**config.mk**
```make
export PLATFORM = sky130hd
export DESIGN_NAME = ibuf_seq_ctrl
export DESIGN_NICKNAME = d
export VERILOG_FILES = /design/src/rtl/ibuf_seq_ctrl.sv
export SDC_FILE = /design/constraint.sdc
export NUM_CORES = 1
export LEC_CHECK = 0
export ABC_AREA = 0
export CORE_ASPECT_RATIO = 0.8
export CORE_MARGIN = 1.5
export CORE_UTILIZATION = 38
export CTS_CLUSTER_DIAMETER = 60
export DETAILED_ROUTE_END_ITERATION = 7
export MAX_ROUTING_LAYER = met4
export PLACE_DENSITY = 0.91
export SLEW_MARGIN = 30
export SYNTH_ARGS = -nofsm -noshare
export SYNTH_HDL_FRONTEND = slang
export SYNTH_SLANG_ARGS = --single-unit
```
**constraint.sdc**
```tcl
create_clock -name clk -period 5.2 [get_ports clk]
set_input_delay 1.04 -clock clk [delete_from_list [all_inputs] [get_ports clk]]
set_output_delay 1.04 -clock clk [all_outputs]
set_load 0.01 [all_outputs]
```
**src/rtl/ibuf_seq_ctrl.sv**
```systemverilog
// ibuf_seq_ctrl: sequencer that turns a single-ported instruction buffer into a
// circular instruction queue (fetch pushes, issue pops). The buffer does exactly
// one registered write and one registered read of the old data at buf_index every
// cycle. This block decides whether a push or a pop owns that index.
//
// Ports:
//   clk, rst_n    clock (rising edge) and asynchronous active-low reset
//   flush         synchronous queue clear; it has the highest priority
//   push_valid    fetch offers push_instr
//   push_instr    instruction from fetch
//   push_ready    the push is accepted this cycle if push_valid is also high
//   pop_req       issue requests the next instruction
//   pop_grant     a pop is performed this cycle
//   out_valid     the buffer read data holds the popped instruction this cycle
//   buf_index     buffer index
//   buf_instr_in  buffer write data (always push_instr)
//   full, empty   count == bs-1 / count == 0
//
// Optional build macro IBUF_SEQ_CTRL_OCC_EN adds two outputs:
//   occupancy     current entry count
//   err           sticky flag for push-while-full or pop-while-empty.
//                 It is cleared by flush or reset.
module ibuf_seq_ctrl #(
   parameter int unsigned Instr_word_size = 32,
   parameter int unsigned bs              = 16
) (
   input  logic                       clk,
   input  logic                       rst_n,
   input  logic                       flush,
   input  logic                       push_valid,
   input  logic [Instr_word_size-1:0] push_instr,
   output logic                       push_ready,
   input  logic                       pop_req,
   output logic                       pop_grant,
   output logic                       out_valid,
   output logic [$clog2(bs)-1:0]      buf_index,
   output logic [Instr_word_size-1:0] buf_instr_in,
   output logic                       full,
   output logic                       empty
`ifdef IBUF_SEQ_CTRL_OCC_EN
   ,
   output logic [$clog2(bs)-1:0]      occupancy,
   output logic                       err
`endif
);

   localparam int unsigned IdxW = $clog2(bs);
   localparam logic [IdxW-1:0] One  = IdxW'(1);
   localparam logic [IdxW-1:0] Capy = IdxW'(bs - 1);

   logic [IdxW-1:0] wr_ptr_q, wr_ptr_d;
   logic [IdxW-1:0] rd_ptr_q, rd_ptr_d;
   logic [IdxW-1:0] count_q, count_d;
   logic            last_pop_q, last_pop_d;
   logic            out_valid_q;

   logic cand_push, cand_pop;
   logic pop_win, push_win, push_go;

   assign full         = (count_q == Capy);
   assign empty        = (count_q == '0);
   assign out_valid    = out_valid_q;
   assign buf_instr_in = push_instr;

   always_comb begin
      cand_push  = push_valid & ~full;
      cand_pop   = pop_req & ~empty;
      // On a conflict, pop wins unless the last grant was a pop.
      pop_win    = cand_pop & (~cand_push | ~last_pop_q);
      push_win   = cand_push & (~cand_pop | last_pop_q);
      pop_grant  = pop_win & ~flush;
      push_go    = push_win & ~flush;
      push_ready = ~full & ~flush & ~(cand_pop & ~last_pop_q);
      // When idle, wr_ptr is always a free slot, so the unconditional write is harmless.
      buf_index  = pop_grant ? rd_ptr_q : wr_ptr_q;

      wr_ptr_d   = wr_ptr_q;
      rd_ptr_d   = rd_ptr_q;
      count_d    = count_q;
      last_pop_d = last_pop_q;
      if (flush) begin
         wr_ptr_d   = '0;
         rd_ptr_d   = '0;
         count_d    = '0;
         last_pop_d = 1'b0;
      end else if (push_go) begin
         wr_ptr_d   = wr_ptr_q + One;
         count_d    = count_q + One;
         last_pop_d = 1'b0;
      end else if (pop_grant) begin
         rd_ptr_d   = rd_ptr_q + One;
         count_d    = count_q - One;
         last_pop_d = 1'b1;
      end
   end

   always_ff @(posedge clk or negedge rst_n) begin
      if (!rst_n) begin
         wr_ptr_q    <= '0;
         rd_ptr_q    <= '0;
         count_q     <= '0;
         last_pop_q  <= 1'b0;
         out_valid_q <= 1'b0;
      end else begin
         wr_ptr_q    <= wr_ptr_d;
         rd_ptr_q    <= rd_ptr_d;
         count_q     <= count_d;
         last_pop_q  <= last_pop_d;
         out_valid_q <= pop_grant;
      end
   end

`ifdef IBUF_SEQ_CTRL_OCC_EN
   logic err_q, err_d;

   assign occupancy = count_q;
   assign err       = err_q;

   always_comb begin
      err_d = err_q | (push_valid & full) | (pop_req & empty);
      if (flush) begin
         err_d = 1'b0;
      end
   end

   always_ff @(posedge clk or negedge rst_n) begin
      if (!rst_n) begin
         err_q <= 1'b0;
      end else begin
         err_q <= err_d;
      end
   end
`else
   // Occupancy and error reporting are not built.
`endif

endmodule

```
# Word-level counts from Yosys, hierarchy flattened
# Index checks and enable logic that the tools add are counted.
[totals]
in_bits = 37
regBits = 14
word_cells = 46
out_inout_bits = 41
[classes]
eq_ne = 2
mux = 12
bitwise_logic = 18
n_addsub = 4
n_reduce_logical = 5
[ops]
columns = ["cell", "count"]
rows = [
  ["$mux W4", 9],
  ["$add A4 B1 Y4 const B", 3],
  ["$and A1 B1 Y1", 9],
  ["$not A1 Y1", 7],
  ["$eq A4 B4 Y1 const B", 1],
  ["$logic_not A4 Y1", 1],
  ["$reduce_bool A2 Y1", 2],
  ["$sub A4 B1 Y4 const B", 1],
  ["$mux W1", 3],
  ["$reduce_bool A3 Y1", 1],
  ["$ne A2 B2 Y1 const B", 1],
  ["$or A1 B1 Y1", 2],
  ["$reduce_and A2 Y1", 1],
]

# Logic depth before layout (Yosys ltp)
# Gate-level depths: netlist (run 1).
[logic_depth]
depth_word = 10
depth_mapped = 9
mapped_depth_nobuf = 9

# Least setup slack after synthesis (run 1)
# Ideal clock, no wire load.
[synth_path]
path_kind = "in2out"
from = "input port pop_req"
to = "output port buf_index[0]"
path_buffers = 1
t_arrival_ns = 2.168
path_slack_ns = 1.992
t_required_ns = 4.160
cell_stages = 5
path_cell_list = "inv_1 -> a311oi_4 -> nor2b_1 -> buf_2 -> mux2_1"
[synth_via]
elab_chain_len = 4
[synth_rtl]
columns = ["element", "line_no", "rtl"]
rows = [
  ["start: declaration", "33", "input logic pop_req,"],
  ["$and A1 B1 Y1", "67", "cand_pop = pop_req & ~empty;"],
  ["$and A1 B1 Y1", "69", "pop_win = cand_pop & (~cand_push | ~last_pop_q);"],
  ["$and A1 B1 Y1", "71", "pop_grant = pop_win & ~flush;"],
  ["via pop_grant", "34", "output logic pop_grant,"],
  ["$mux W4", "75", "buf_index = pop_grant ? rd_ptr_q : wr_ptr_q;"],
  ["end: declaration", "36", "output logic [$clog2(bs)-1:0] buf_index,"],
]
# The timed path passes the listed nets, and every way through them passes these cells.

# Final worst setup path (run 1)
[layout_path]
from = "input port pop_req"
to = "output port buf_index[2]"
[layout_via]
elab_chain_len = 4
[layout_rtl]
columns = ["element", "line_no"]
rows = [
  ["$and A1 B1 Y1", "67"],
  ["$and A1 B1 Y1", "69"],
  ["$and A1 B1 Y1", "71"],
  ["$mux W4", "75"],
]
# No other way between the ends.

==> results of run 1 <==
[final cells by class]
type | instances | share of cell area [%]
well taps | 38 | 4.33
multi-input cells | 60 | 45.4
flip-flops and latches | 14 | 31.9
repair buffers | 14 | 12.5
inverters | 6 | 2.05
clock buffers | 3 | 3.76
[cell families after synthesis]
kind of cell               share of synthesized area (%)
buffers and inverters                               24.2
and+or+nand+nor                                     13.5
xor gates and xnor gates                            4.69
AOI/OAI and AO/OA                                   11.4
adders and majority gates                           6.26
DFF                                                 31.3
muxes                                               8.60
[flip-flops by register name, summed over array words and instances (netlist names)]
register    cells
count_q         4
rd_ptr_q        4
wr_ptr_q        4
last_pop_q      1
out_valid       1
[layer usage]
metal	wire, um	track usage [%]	vias to the layer above
met5	0	-	-
met4	28	6.52	0
met3	152	8.01	10
met2	827	18.6	28
met1	789	14.3	335
li1	-	-	319
[report_power, final]
group | switching (mW) | internal (mW) | leakage [nW]
clock network | 0.0357 | 0.0512 | 0.0216
logic | 0.109 | 0.116 | 0.281
registers | 0.0416 | 0.132 | 0.188
[cells in the final DEF (no fill, tap or decap)]
master | synthesis | layout
sky130_fd_sc_hd__xor2_1 | 4 | 4
sky130_fd_sc_hd__clkbuf_8 | 0 | 3
sky130_fd_sc_hd__a2bb2oi_2 | 1 | 1
sky130_fd_sc_hd__o21ai_0 | 3 | 3
sky130_fd_sc_hd__mux2_2 | 1 | 1
sky130_fd_sc_hd__nor2_1 | 12 | 12
sky130_fd_sc_hd__dfrtp_1 | 14 | 14
sky130_fd_sc_hd__inv_1 | 6 | 6
sky130_fd_sc_hd__nand4_1 | 2 | 2
sky130_fd_sc_hd__nor4_4 | 1 | 1
sky130_fd_sc_hd__nor3b_1 | 1 | 1
sky130_fd_sc_hd__a311oi_4 | 1 | 1
sky130_fd_sc_hd__or2_2 | 1 | 1
sky130_fd_sc_hd__mux2i_1 | 4 | 4
sky130_fd_sc_hd__mux2_1 | 4 | 4
sky130_fd_sc_hd__nand4_4 | 1 | 1
sky130_fd_sc_hd__nand2_1 | 2 | 2
sky130_fd_sc_hd__clkdlybuf4s50_1 | 0 | 13
sky130_fd_sc_hd__ha_1 | 4 | 4
sky130_fd_sc_hd__a21o_1 | 1 | 1
sky130_fd_sc_hd__buf_4 | 32 | 1
sky130_fd_sc_hd__a21oi_1 | 7 | 7
sky130_fd_sc_hd__a211oi_2 | 1 | 1
sky130_fd_sc_hd__nor2b_1 | 1 | 1
sky130_fd_sc_hd__fa_1 | 1 | 1
sky130_fd_sc_hd__xnor2_1 | 2 | 2
sky130_fd_sc_hd__o311ai_2 | 1 | 1
sky130_fd_sc_hd__nand3_1 | 1 | 1
sky130_fd_sc_hd__or3_1 | 3 | 3
[worst min-delay path by stage]
stage	start	endpoint	slack [ns]
after floorplan	rd_ptr_q[3]	rd_ptr_q[3]	0.50
after global placement	rd_ptr_q[3]	rd_ptr_q[3]	0.53
after detailed placement	rd_ptr_q[3]	rd_ptr_q[3]	0.53
after CTS	rd_ptr_q[3]	rd_ptr_q[3]	0.55
after global routing	wr_ptr_q[3]	wr_ptr_q[3]	0.59
final	rd_ptr_q[3]	rd_ptr_q[3]	0.54
[worst max-delay path: stages]
cell                              delay (ns)
sky130_fd_sc_hd__clkdlybuf4s50_1        0.48
sky130_fd_sc_hd__inv_1                  0.11
sky130_fd_sc_hd__a311oi_4               0.39
sky130_fd_sc_hd__nor2b_1                0.50
sky130_fd_sc_hd__mux2_1                 0.38
sky130_fd_sc_hd__clkdlybuf4s50_1        0.49
[through the flow]
stage	utilization [%]	hold slack, ns	instance area (um2)	cells	total power [mW]
6_report	39.4	0.544	1100	135	0.486
5_1_grt	39.4	0.591	1100	135	0.525
4_1_cts	39.4	0.548	1100	135	0.489
3_5_place_dp	37.9	0.534	1060	132	0.402
3_3_place_gp	37.9	0.528	1060	132	0.389
2_1_floorplan	-	0.501	1120	114	0.358
[cells in the mapped netlist (2+ instances only)]
cell and number:
sky130_fd_sc_hd__nand2_1 2, sky130_fd_sc_hd__ha_1 4, sky130_fd_sc_hd__or3_1 3, sky130_fd_sc_hd__mux2i_1 4, sky130_fd_sc_hd__buf_4 32, sky130_fd_sc_hd__a21oi_1 7
sky130_fd_sc_hd__xnor2_1 2, sky130_fd_sc_hd__mux2_1 4, sky130_fd_sc_hd__nand4_1 2, sky130_fd_sc_hd__dfrtp_1 14, sky130_fd_sc_hd__xor2_1 4, sky130_fd_sc_hd__inv_1 6
sky130_fd_sc_hd__nor2_1 12, sky130_fd_sc_hd__o21ai_0 3
==> impl_metrics.xml, run 1 <==
<?xml version="1.0" encoding="UTF-8"?>
<metrics>
  <group name="status">
    <metric name="status" unit="">complete, no violations</metric>
  </group>
  <group name="cells_and_area">
    <metric name="layout-drive-gt1-share" unit="%">12.4</metric>
    <metric name="design.final.nets" unit="">141</metric>
    <metric name="multi_input_comb_area" unit="um2">498</metric>
    <metric name="nFillCells" unit="">253</metric>
    <metric name="diodes" unit="">0</metric>
    <metric name="register_area" unit="um2">350</metric>
    <metric name="area_growth_syn_to_layout" unit="%">-2.01</metric>
  </group>
  <group name="power_and_ir_drop">
    <metric name="power_density" unit="mW/mm2">443</metric>
    <metric name="cellLeakagePower" unit="nW">0.491</metric>
    <metric name="peakVddDrop" unit="uV">115</metric>
  </group>
  <group name="synth">
    <metric name="postSynthNetCount" unit="">156</metric>
    <metric name="netlist_instances" unit="">114</metric>
    <metric name="synth-edff-count" unit="">0</metric>
    <metric name="synth_warnings" unit="">0</metric>
    <metric name="postSynthAreaPerCell" unit="um2">9.82</metric>
    <metric name="post_synth_main_area_contributors" unit="">sky130_fd_sc_hd__dfrtp_1, sky130_fd_sc_hd__buf_4, sky130_fd_sc_hd__ha_1</metric>
    <metric name="yosysTopAreaCellShare" unit="%">31.3</metric>
    <metric name="yosys.area.top_type" unit="">sky130_fd_sc_hd__dfrtp_1</metric>
    <metric name="synthesis.area" unit="mm2">0.00112</metric>
    <metric name="synth-seq-area-share" unit="%">31.3</metric>
    <metric name="yosys.cell_types.count" unit="">29</metric>
    <metric name="ys_seq_elements" unit="">14</metric>
    <metric name="yosys_most_used_dff" unit="">sky130_fd_sc_hd__dfrtp_1</metric>
    <metric name="postSynth.asyncResetShare" unit="%">100</metric>
  </group>
  <group name="die">
    <metric name="die_width" unit="um">63.7</metric>
    <metric name="io_pins" unit="">78</metric>
    <metric name="start_util" unit="%">40.2</metric>
    <metric name="design.die.area" unit="mm2">0.00328</metric>
    <metric name="fp.coreArea" unit="mm2">0.00279</metric>
    <metric name="die_y" unit="um">51.6</metric>
    <metric name="site_rows" unit="">17</metric>
  </group>
  <group name="clock_tree">
    <metric name="number_of_buffers_on_the_longest_clock_path" unit="">2</metric>
    <metric name="htree_levels" unit="">1</metric>
    <metric name="clock_sink_count" unit="">14</metric>
    <metric name="ctsHoldBuffers" unit="">0</metric>
    <metric name="post_cts_resize_count" unit="">0</metric>
    <metric name="tritoncts" unit="">built</metric>
    <metric name="clk_root_buffer_cell" unit="">sky130_fd_sc_hd__clkbuf_8</metric>
    <metric name="worst_skew_pair.late_latency" unit="ns">0.24</metric>
    <metric name="post_cts_buffers" unit="">0</metric>
    <metric name="worst_setup_hold_path_clk_slew" unit="ns">0.05</metric>
    <metric name="number_of_clock_buffers_inserted_by_tritoncts" unit="">3</metric>
  </group>
  <group name="global_route">
    <metric name="grt_max_degree" unit="">17</metric>
    <metric name="grt_antenna_before_repair" unit="">0</metric>
    <metric name="grt_remaining_overflow" unit="">0</metric>
    <metric name="first_pass_grt_wire_length" unit="mm">3.15</metric>
    <metric name="grt_usage" unit="%">13.0</metric>
    <metric name="via_count_of_the_first_global_routing_pass" unit="">708</metric>
  </group>
  <group name="critical_path">
    <metric name="worstSetupEndpointType" unit="">primary output</metric>
    <metric name="critical_path_arrival" unit="ns">3.41</metric>
    <metric name="worst-path-max-fanout" unit="">7</metric>
    <metric name="worstReg2RegStart" unit="">count_q[1]</metric>
    <metric name="cp-startpoint" unit="">pop_req</metric>
    <metric name="required" unit="ns">4.16</metric>
    <metric name="worst_r2r_path_depth" unit="">9</metric>
    <metric name="worst_r2r_endpoint" unit="">count_q[3]</metric>
    <metric name="critPathKind" unit="">primary input to primary output</metric>
    <metric name="r2r_slack" unit="ns">1.99</metric>
    <metric name="critical_path.endpoint" unit="">buf_index[2]</metric>
    <metric name="startpoint_type" unit="">primary input</metric>
  </group>
  <group name="timing">
    <metric name="final_critical_path_setup_slack" unit="ns">0.755</metric>
    <metric name="clock-skew-final" unit="ns">0.00118</metric>
    <metric name="final.min_clock_period" unit="ns">4.45</metric>
    <metric name="finalHoldViolations" unit="">0</metric>
    <metric name="finalCritPeriodShare" unit="%">85.5</metric>
    <metric name="maxSlewViolCount" unit="">0</metric>
    <metric name="max_slew.worst_pin.slew" unit="ns">0.687</metric>
    <metric name="totalNegativeSetupSlack" unit="ns">0</metric>
    <metric name="rsz0062_at_grt" unit="">false</metric>
    <metric name="max_freq" unit="GHz">0.225</metric>
    <metric name="slew_headroom" unit="%">54.1</metric>
    <metric name="setup_viol" unit="">0</metric>
  </group>
  <group name="placement">
    <metric name="gp_routability_congestion" unit="">0.815</metric>
    <metric name="dp_hpwl" unit="mm">1.38</metric>
    <metric name="placement.io_buffers" unit="">13</metric>
    <metric name="place_worst_setup_slack" unit="ns">0.775</metric>
  </group>
  <group name="routing">
    <metric name="first_iter_violations" unit="">39</metric>
    <metric name="routed_via_density" unit="">5.13</metric>
    <metric name="dr_total_vias" unit="">692</metric>
    <metric name="wl_cell" unit="um">13.3</metric>
    <metric name="antenna_violating_nets_post_route" unit="">0</metric>
    <metric name="postRouteWirelength" unit="mm">1.80</metric>
    <metric name="detailedRoute.firstPassIterationCount" unit="">4</metric>
    <metric name="drcViolationCount" unit="">0</metric>
  </group>
  <group name="hold_path">
    <metric name="holdCritPathClass" unit="">register to register</metric>
    <metric name="hold_path_depth" unit="">2</metric>
  </group>
  <group name="job">
    <metric name="max_cap_viol_count" unit="">0</metric>
  </group>
</metrics>
Power figures use the tool's default switching activity.
==> inputs of run 2 (changes only) <==
- CORE_MARGIN: 1.5 -> 5
==> impl_metrics.xml, run 2 (synthesis gave the netlist of run 1 again) <==
<?xml version="1.0" encoding="UTF-8"?>
<metrics>
  <group name="placement">
    <metric name="gp_routability_congestion" unit="">0.817</metric>
    <metric name="placed_cells" unit="">132</metric>
    <metric name="dp_hpwl" unit="mm">1.46</metric>
    <metric name="placement.io_buffers" unit="">13</metric>
    <metric name="detailed_place.area" unit="mm2">0.00106</metric>
  </group>
  <group name="cells_and_area">
    <metric name="layout-drive-gt1-share" unit="%">13.3</metric>
    <metric name="finish.utilization" unit="%">39.9</metric>
    <metric name="final_cell_mix" unit="">sky130_fd_sc_hd__dfrtp_1, sky130_fd_sc_hd__clkdlybuf4s50_1, sky130_fd_sc_hd__nor2_1</metric>
    <metric name="layout_commonest_cell" unit="">sky130_fd_sc_hd__dfrtp_1</metric>
    <metric name="diodes" unit="">0</metric>
    <metric name="fin_area" unit="mm2">0.00111</metric>
    <metric name="multi_input_comb_area" unit="um2">498</metric>
    <metric name="area_growth_syn_to_layout" unit="%">-0.782</metric>
    <metric name="layout.cells.non_filler" unit="">136</metric>
    <metric name="reg_top3" unit="">count_q (4), rd_ptr_q (4), wr_ptr_q (4)</metric>
    <metric name="nFillCells" unit="">277</metric>
    <metric name="design.final.nets" unit="">141</metric>
    <metric name="register_area" unit="um2">350</metric>
  </group>
  <group name="global_route">
    <metric name="grt_usage" unit="%">10.4</metric>
    <metric name="via_count_of_the_first_global_routing_pass" unit="">720</metric>
    <metric name="first_pass_grt_wire_length" unit="mm">3.35</metric>
    <metric name="grt_max_degree" unit="">17</metric>
    <metric name="grt_remaining_overflow" unit="">0</metric>
    <metric name="grt_antenna_before_repair" unit="">0</metric>
  </group>
  <group name="routing">
    <metric name="detailroute.wirelength.met2" unit="um">907</metric>
    <metric name="first_iter_violations" unit="">31</metric>
    <metric name="routed_via_density" unit="">5.12</metric>
    <metric name="met1Wirelength" unit="um">812</metric>
    <metric name="detailedRoute.firstPassIterationCount" unit="">4</metric>
    <metric name="antenna_violating_nets_post_route" unit="">0</metric>
    <metric name="dr_total_vias" unit="">696</metric>
    <metric name="highest_layer" unit="">met4</metric>
    <metric name="dr_wl_met3" unit="um">199</metric>
    <metric name="drcViolationCount" unit="">0</metric>
    <metric name="wl_cell" unit="um">14.4</metric>
    <metric name="postRouteWirelength" unit="mm">1.96</metric>
  </group>
  <group name="clock_tree">
    <metric name="number_of_buffers_on_the_longest_clock_path" unit="">2</metric>
    <metric name="number_of_clock_buffers_inserted_by_tritoncts" unit="">3</metric>
    <metric name="worst_skew_pair.late_latency" unit="ns">0.24</metric>
    <metric name="worst_setup_hold_path_clk_slew" unit="ns">0.06</metric>
    <metric name="post_cts_resize_count" unit="">0</metric>
    <metric name="clk_root_buffer_cell" unit="">sky130_fd_sc_hd__clkbuf_8</metric>
    <metric name="clock_sink_count" unit="">14</metric>
    <metric name="htree_levels" unit="">1</metric>
    <metric name="post_cts_buffers" unit="">0</metric>
    <metric name="tritoncts" unit="">built</metric>
    <metric name="ctsHoldBuffers" unit="">0</metric>
  </group>
  <group name="die">
    <metric name="start_util" unit="%">40.2</metric>
    <metric name="die_width" unit="um">70.7</metric>
    <metric name="io_pins" unit="">78</metric>
    <metric name="design.die.area" unit="mm2">0.00414</metric>
    <metric name="site_rows" unit="">17</metric>
    <metric name="die_y" unit="um">58.6</metric>
    <metric name="fp.coreArea" unit="mm2">0.00279</metric>
  </group>
  <group name="timing">
    <metric name="max_freq" unit="GHz">0.227</metric>
    <metric name="rsz0062_at_grt" unit="">false</metric>
    <metric name="max_slew.worst_pin.slew" unit="ns">0.647</metric>
    <metric name="finalCritPeriodShare" unit="%">84.7</metric>
    <metric name="finalHoldViolations" unit="">0</metric>
    <metric name="slew_headroom" unit="%">56.8</metric>
    <metric name="final.min_clock_period" unit="ns">4.41</metric>
    <metric name="setup_viol" unit="">0</metric>
    <metric name="totalNegativeSetupSlack" unit="ns">0</metric>
    <metric name="clock-skew-final" unit="ns">0.00101</metric>
    <metric name="maxSlewViolCount" unit="">0</metric>
  </group>
  <group name="power_and_ir_drop">
    <metric name="power_density" unit="mW/mm2">454</metric>
    <metric name="power.clock.fraction" unit="%">20.8</metric>
    <metric name="switching_share" unit="%">37.5</metric>
    <metric name="power.net_switching" unit="uW">189</metric>
    <metric name="peakVddDrop" unit="uV">127</metric>
    <metric name="comb_power_share" unit="%">44.7</metric>
    <metric name="sequentialPowerShare" unit="%">34.5</metric>
    <metric name="cellLeakagePower" unit="nW">0.498</metric>
    <metric name="power_report.internal_total" unit="uW">316</metric>
  </group>
  <group name="critical_path">
    <metric name="critPathKind" unit="">primary input to primary output</metric>
    <metric name="worst_r2r_path_depth" unit="">9</metric>
    <metric name="worst-path-max-fanout" unit="">7</metric>
    <metric name="worstReg2RegStart" unit="">count_q[1]</metric>
    <metric name="worst_r2r_endpoint" unit="">count_q[3]</metric>
    <metric name="required" unit="ns">4.16</metric>
    <metric name="startpoint_type" unit="">primary input</metric>
    <metric name="worstSetupEndpointType" unit="">primary output</metric>
    <metric name="critical_path_arrival" unit="ns">3.37</metric>
    <metric name="r2r_slack" unit="ns">2.02</metric>
  </group>
  <group name="hold_path">
    <metric name="min-delay-start" unit="">rd_ptr_q[3]</metric>
    <metric name="hold_path_depth" unit="">2</metric>
    <metric name="worst_hold_path.endpoint" unit="">rd_ptr_q[3]</metric>
    <metric name="holdCritPathClass" unit="">register to register</metric>
  </group>
  <group name="job">
    <metric name="max_cap_viol_count" unit="">0</metric>
  </group>
  <group name="status">
    <metric name="status" unit="">complete, no violations</metric>
  </group>
</metrics>
[run 2: changes by cell type in the layout (fill, tap and decap cells not counted), sizes merged]
cell	previous run	this run
clkbuf	3	4
[run 2: worst max-delay path, cell delays in order]
cell	delay, ns
sky130_fd_sc_hd__clkdlybuf4s50_1	0.49
sky130_fd_sc_hd__inv_1	0.12
sky130_fd_sc_hd__a311oi_4	0.40
sky130_fd_sc_hd__nor2b_1	0.45
sky130_fd_sc_hd__mux2_1	0.38
sky130_fd_sc_hd__clkdlybuf4s50_1	0.49
[run 2: final cells by class]
class	count	share of cell area [%]
Inverter	6	2.03
Tap cell	38	4.28
Timing Repair Buffer	14	12.4
Sequential cell	14	31.5
Multi-Input combinational cell	60	44.8
Clock buffer	4	4.95
[run 2: how the worst max path moves through the flow]
stage	depth (start not counted)	to	from
after CTS	6	buf_index[1]	pop_req
after detailed placement	6	buf_index[1]	pop_req
final	6	buf_index[1]	pop_req
after floorplan	5	buf_index[0]	pop_req
after global placement	6	buf_index[0]	pop_req
after global routing	6	buf_index[1]	pop_req
[run 2: power by group through the flow]
stage                     clock network, mW  registers [mW]  logic (mW)
after floorplan                           0           0.167       0.191
after global placement                    0           0.173       0.215
after detailed placement                  0           0.176       0.227
after CTS                             0.107           0.174       0.229
after global routing                  0.111           0.178       0.252
final                                 0.105           0.174       0.226
[run 2: metal layers]
layer,up-vias,GRT usage (%)
met5,-,-
met3,14,5.46
met4,0,4.29
met1,334,11.1
met2,26,16.4
li1,322,-
[run 2: per-stage QoR]
| stage | hold slack, ns | power [mW] | worst slack [ns] |
|---|---|---|---|
| global placement | 0.530 | 0.388 | 0.884 |
| global route | 0.599 | 0.541 | 0.647 |
| floorplan | 0.501 | 0.358 | 1.99 |
| CTS | 0.557 | 0.510 | 0.780 |
| detailed placement | 0.545 | 0.403 | 0.796 |
| finish | 0.554 | 0.505 | 0.793 |
